==> src/rtl/pcie_tx_symbol_scheduler.sv <==
// Single-lane PCIe TX symbol scheduler: merges TLP, DLLP and SKP sources into a byte+K stream.
// Optional EIOS/electrical-idle support is compiled in with `define PCIE_TX_EIOS_EN.
module pcie_tx_symbol_scheduler #(
  parameter int unsigned SKP_INTERVAL = 1180,
  parameter int unsigned SKP_MAX_PEND = 3
) (
  input  logic       clk,
  input  logic       rst_n,
  input  logic       tx_en,
  input  logic       tlp_valid,
  input  logic [7:0] tlp_data,
  input  logic       tlp_last,
  output logic       tlp_ready,
  input  logic       dllp_valid,
  input  logic [7:0] dllp_data,
  output logic       dllp_ready,
  input  logic       ei_req,
  output logic       ei_active,
  output logic [7:0] sym_data,
  output logic       sym_k,
  output logic       underrun,
  output logic       skp_overflow
);

  localparam int unsigned CW = (SKP_INTERVAL > 1) ? $clog2(SKP_INTERVAL) : 1;
  localparam int unsigned PW = $clog2(SKP_MAX_PEND + 1);

  localparam logic [7:0] K_COM = 8'hBC;
  localparam logic [7:0] K_STP = 8'hFB;
  localparam logic [7:0] K_SDP = 8'h5C;
  localparam logic [7:0] K_END = 8'hFD;
  localparam logic [7:0] K_EDB = 8'hFE;
  localparam logic [7:0] K_SKP = 8'h1C;
  localparam logic [7:0] K_IDL = 8'h7C;

  typedef enum logic [3:0] {
    ARB,
    TLP_BODY,
    TLP_END,
    TLP_FLUSH,
    DLLP_BODY,
    DLLP_END,
    DLLP_FLUSH,
    SKP
`ifdef PCIE_TX_EIOS_EN
    , EIOS,
    EI
`endif
  } state_t;

  state_t        state, state_nx;
  logic [2:0]    idx, idx_nx;
  logic [CW-1:0] skp_cnt;
  logic [PW-1:0] pending;
  logic [7:0]    data_nx;
  logic          k_nx, ur_nx, dispatch, wrap, freeze;

`ifdef PCIE_TX_EIOS_EN
  assign freeze    = (state == EI);
  assign ei_active = (state == EI);
`else
  logic unused_ei_req;
  assign unused_ei_req = ei_req;
  assign freeze        = 1'b0;
  assign ei_active     = 1'b0;
`endif

  assign wrap = !freeze && (skp_cnt == CW'(SKP_INTERVAL - 1));

  // ARB emits the first symbol of the chosen sequence itself, so END/SKP -> ARB -> header is gapless.
  always_comb begin
    state_nx   = state;
    idx_nx     = idx;
    data_nx    = 8'h00;
    k_nx       = 1'b0;
    ur_nx      = 1'b0;
    dispatch   = 1'b0;
    tlp_ready  = 1'b0;
    dllp_ready = 1'b0;
    case (state)
      ARB: begin
`ifdef PCIE_TX_EIOS_EN
        if (ei_req) begin
          data_nx  = K_COM;
          k_nx     = 1'b1;
          idx_nx   = 3'd1;
          state_nx = EIOS;
        end else
`endif
        if (pending != '0) begin
          data_nx  = K_COM;
          k_nx     = 1'b1;
          dispatch = 1'b1;
          idx_nx   = 3'd1;
          state_nx = SKP;
        end else if (dllp_valid) begin
          data_nx  = K_SDP;
          k_nx     = 1'b1;
          idx_nx   = '0;
          state_nx = DLLP_BODY;
        end else if (tlp_valid) begin
          data_nx  = K_STP;
          k_nx     = 1'b1;
          state_nx = TLP_BODY;
        end
      end
      TLP_BODY: begin
        if (tlp_valid) begin
          tlp_ready = tx_en;
          data_nx   = tlp_data;
          if (tlp_last) state_nx = TLP_END;
        end else begin
          data_nx  = K_EDB;
          k_nx     = 1'b1;
          ur_nx    = 1'b1;
          state_nx = TLP_FLUSH;
        end
      end
      TLP_END: begin
        data_nx  = K_END;
        k_nx     = 1'b1;
        state_nx = ARB;
      end
      TLP_FLUSH: begin
        if (tlp_valid) begin
          tlp_ready = tx_en;
          if (tlp_last) state_nx = ARB;
        end
      end
      DLLP_BODY: begin
        if (dllp_valid) begin
          dllp_ready = tx_en;
          data_nx    = dllp_data;
          idx_nx     = idx + 3'd1;
          if (idx == 3'd5) state_nx = DLLP_END;
        end else begin
          data_nx  = K_EDB;
          k_nx     = 1'b1;
          ur_nx    = 1'b1;
          state_nx = DLLP_FLUSH;
        end
      end
      DLLP_END: begin
        data_nx  = K_END;
        k_nx     = 1'b1;
        state_nx = ARB;
      end
      // idx keeps the count of accepted DLLP bytes so the flush stops at six in total.
      DLLP_FLUSH: begin
        if (dllp_valid) begin
          dllp_ready = tx_en;
          idx_nx     = idx + 3'd1;
          if (idx == 3'd5) state_nx = ARB;
        end
      end
      SKP: begin
        data_nx = K_SKP;
        k_nx    = 1'b1;
        idx_nx  = idx + 3'd1;
        if (idx == 3'd3) state_nx = ARB;
      end
`ifdef PCIE_TX_EIOS_EN
      EIOS: begin
        data_nx = K_IDL;
        k_nx    = 1'b1;
        idx_nx  = idx + 3'd1;
        if (idx == 3'd3) state_nx = EI;
      end
      EI: begin
        if (!ei_req) state_nx = ARB;
      end
`endif
      default: state_nx = ARB;
    endcase
  end

  always_ff @(posedge clk) begin
    if (!rst_n) begin
      state        <= ARB;
      idx          <= '0;
      skp_cnt      <= '0;
      pending      <= '0;
      sym_data     <= '0;
      sym_k        <= 1'b0;
      underrun     <= 1'b0;
      skp_overflow <= 1'b0;
    end else if (tx_en) begin
      state    <= state_nx;
      idx      <= idx_nx;
      sym_data <= data_nx;
      sym_k    <= k_nx;
      underrun <= ur_nx;
      if (!freeze) skp_cnt <= wrap ? '0 : skp_cnt + CW'(1);
      if (wrap && !dispatch && pending != PW'(SKP_MAX_PEND)) pending <= pending + PW'(1);
      else if (dispatch && !wrap)                            pending <= pending - PW'(1);
      if (wrap && pending == PW'(SKP_MAX_PEND)) skp_overflow <= 1'b1;
    end
  end

endmodule

==> config.mk <==
export PLATFORM = sky130hd
export DESIGN_NAME = pcie_tx_symbol_scheduler
export DESIGN_NICKNAME = d
export VERILOG_FILES = /design/src/rtl/pcie_tx_symbol_scheduler.sv
export SDC_FILE = /design/constraint.sdc
export NUM_CORES = 1
export LEC_CHECK = 0
export BUFFER_PORTS_ARGS = -buffer_cell sky130_fd_sc_hd__clkbuf_2
export CORE_UTILIZATION = 50
export CTS_BUF_LIST = sky130_fd_sc_hd__clkbuf_8
export DETAILED_ROUTE_END_ITERATION = 8
export PLACE_DENSITY = 0.74
export SETUP_SLACK_MARGIN = 0.3
export SLEW_MARGIN = 25
export SYNTH_ARGS = -nofsm -noshare
export SYNTH_HDL_FRONTEND = slang
export SYNTH_SLANG_ARGS = --single-unit
==> constraint.sdc <==
create_clock -name clk -period 2.74 [get_ports clk]
set_input_delay 0.822 -clock clk [delete_from_list [all_inputs] [get_ports clk]]
set_output_delay 0.822 -clock clk [all_outputs]
set_load 0.03 [all_outputs]
==> metrics.cfg <==
[critical_path]
critPathArrivalTime_ns = 1.50
crit_path_frequent_cell = clkbuf_2
crit_required_ns = 1.92
critPathBufInv = 2
crit_chain = clkbuf_2 > nand2b_1 > nor2_2 > clkbuf_2
rrSetupSlack_ns = 0.86
startpoint_type = input port
worstPathMaxFanout = 11
rr_endpoint = state[1]$_SDFFE_PN0P_
r2r_start = state[2]$_SDFFE_PN0P_
slowest_stage = clkbuf_2
critical-path-top-delay-family = buffers and inverters
setup.worst_path.end_class = output pin
reg2regPathDepth = 6
cpPeakStageDelay_ns = 0.22
crit_type = input port to output pin

[global_route]
globalRoute.totalOverflow = 0
grt_pass1_vias = 1412
grt_util_all_layers_pct = 23.1
antenna_found_initial = 0
grt_max_degree = 20
grt_pass1_wl_um = 6470

[sta]
rsz0062_at_grt = no
min_period_over_period_pct = 84.7
finalSetupViolations = 0
max_slew.worst_pin.slew_ns = 0.648
skew_ns = 0.0115
hold_violations = 0
fmax_mhz = 431
relSlewSlack_pct = 56.7
min_period_ns = 2.32
setup_tns_ns = 0
final_max_slew_viol_count = 0

[hold_path]
min_to = sym_data[7]$_SDFFE_PN0P_
holdCritStartpoint = sym_data[7]$_SDFFE_PN0P_
hold_path.class = flip-flop to flip-flop
hold_depth = 2

[yosys]
synth-seq-cells = 30
synth.avg_cell_area_um2 = 7.71
syn-instance-count = 232
synth_nets = 259
ys_seq_area_share_pct = 33.6
ys.warnings.count = 0
synth_edf_count = 0
async_flop_share_pct = 0
synth_top_flop_cell = dfxtp_1
synth_area_mm2 = 0.00179
synth_cell_type_count = 48

[placement]
gp_congestion = 0.897
dpl.cell_count = 301
port_buffers = 34
dp_hpwl_um = 2940

[route]
drtIter0Drc = 188
vias = 1730
totalWireLength_um = 4160
dr.pass1.iters = 4
ant_nets = 0
viasPerCell = 5.60
routedWlPerCell_um = 13.5
drc = 0

[pwr]
ir_drop_v = 0.000294
leakagePower_nw = 0.842
powerDensity_mw_per_mm2 = 551

[cells_and_area]
syn2layout_area_growth_pct = 15.8
fin_util_pct = 61.1
instances_no_fill = 309
diodes = 0
drive_above_1_share_pct = 22.1
nets = 289

[job]
maxCapViolations = 0

[floorplan]
die_w_um = 61.8
die-height_um = 61.8
die_area_mm2 = 0.00382
io_pins = 37
rows = 21
initial_utilization_pct = 52.8
coreArea_mm2 = 0.00339

[clocking]
cts_max_level = 2
cts_tree = built
clock_sinks = 30
cts_max_path_buffers = 2
clk_latency_ns = 0.28
cts_made_buffers = 5
path_clk_slew_ns = 0.07
ctsRootBufferMaster = clkbuf_8

[status]
status = finished, final reports clean

==> per-stage QoR <==
step,total power [mW],instance area (µm²),hold slack (ns),worst slack [ns]
2_1_floorplan,0.708,1790,0.446,0.317
6_report,1.14,2070,0.480,0.419
3_3_place_gp,0.773,1980,0.458,0.422
3_5_place_dp,0.776,1980,0.459,0.420
5_1_grt,1.21,2070,0.491,0.359
4_1_cts,1.15,2070,0.470,0.318
==> cell families (layout without fill, tap and decap cells) <==
kind of cell,Yosys count,after routing,synth area share (%)
compound gates,60,60,21.1
simple gates,94,94,27.3
buf+inv,28,59,7.34
other cells,1,1,0.210
mux,4,4,2.24
xor+xnor,11,11,5.39
flops,30,30,33.6
fa+ha+maj,4,4,2.80
==> layout by cell type (no fill, tap or decap), drive strengths merged, types with 2 or more instances in the layout <==
cell     instances
nor2b            3
and3             2
xor2             8
nand3           11
or2              2
xnor2            3
ha               4
or3              3
nand2           15
o21ai           18
nand4            5
o21a             2
a21oi           18
inv             11
buf              6
a22oi            6
nand2b           3
nor4             4
clkbuf          40
nor2            35
nor3             7
mux2i            4
a2111oi          2
dfxtp           30
==> layout make-up <==
cell class	instances	area (µm²)
Clock buffer	6	82.6
Clock inverter	2	12.5
Fill cell	317	1320
Inverter	11	41.3
Multi-Input combinational cell	174	1060
Sequential cell	30	602
Tap cell	46	57.6
Timing Repair Buffer	40	215
==> sequential cells by signal, indices dropped and copies added (netlist names) <==
name and cells:
sym_data 8, underrun 1, pending 2, state 3, idx 3, skp_overflow 1
sym_k 1, skp_cnt 11
==> power by group <==
| group | internal [mW] | switching [mW] |
|---|---|---|
| clock | 0.202 | 0.172 |
| sequential | 0.461 | 0.0299 |
| combinational | 0.107 | 0.171 |
==> how the worst max path moves through the flow <==
stage / to / slack (ns) / from / depth (start not counted)
final: dllp_ready / 0.42 / dllp_valid / 4
after global routing: dllp_ready / 0.36 / dllp_valid / 4
after CTS: tlp_ready / 0.32 / state[0]$_SDFFE_PN0P_ / 3
after detailed placement: state[1]$_SDFFE_PN0P_ / 0.42 / tlp_valid / 6
after global placement: state[1]$_SDFFE_PN0P_ / 0.42 / tlp_valid / 6
after floorplan: dllp_ready / 0.32 / tx_en / 4
==> cells in the mapped netlist, types with 2 or more instances <==
cell | count | area, µm²
nor2_1 | 34 | 128
dfxtp_1 | 30 | 601
a21oi_1 | 18 | 90.1
o21ai_0 | 18 | 90.1
nand2_1 | 15 | 56.3
inv_1 | 11 | 41.3
nand3_1 | 11 | 55.1
clkbuf_1 | 8 | 30.0
xor2_1 | 8 | 70.1
nor3_1 | 7 | 35.0
a22oi_1 | 6 | 45.0
buf_2 | 6 | 30.0
nand4_1 | 5 | 31.3
ha_1 | 4 | 50.1
mux2i_1 | 4 | 40.0
nand2b_1 | 3 | 18.8
or3_1 | 3 | 18.8
xnor2_1 | 3 | 26.3
a2111oi_0 | 2 | 17.5
and3_1 | 2 | 12.5
buf_6 | 2 | 22.5
nor2b_1 | 2 | 12.5
nor4_1 | 2 | 12.5
nor4_4 | 2 | 42.5
o21a_1 | 2 | 15.0
or2_2 | 2 | 12.5
==> routing by layer <==
layer | GRT usage, % | routed length [µm] | up-vias
li1 | - | - | 881
met4 | 11.1 | 83 | 0
met3 | 4.76 | 177 | 8
met1 | 29.9 | 2030 | 786
met2 | 36.7 | 1870 | 55
met5 | 0 | 0 | -
==> worst min-delay path, stage by stage (launching register included) <==
cell	delay [ns]
dfxtp_1	0.32
nand2_1	0.06
a21oi_1	0.05
==> timing repair <==
action,4_1_cts,5_1_grt
hold endpoints to repair,0,0
hold buffers,0,0
setup endpoints to repair,0,1
gates resized for setup,0,1
buffers inserted,0,0
Power figures use the tool's default switching activity.
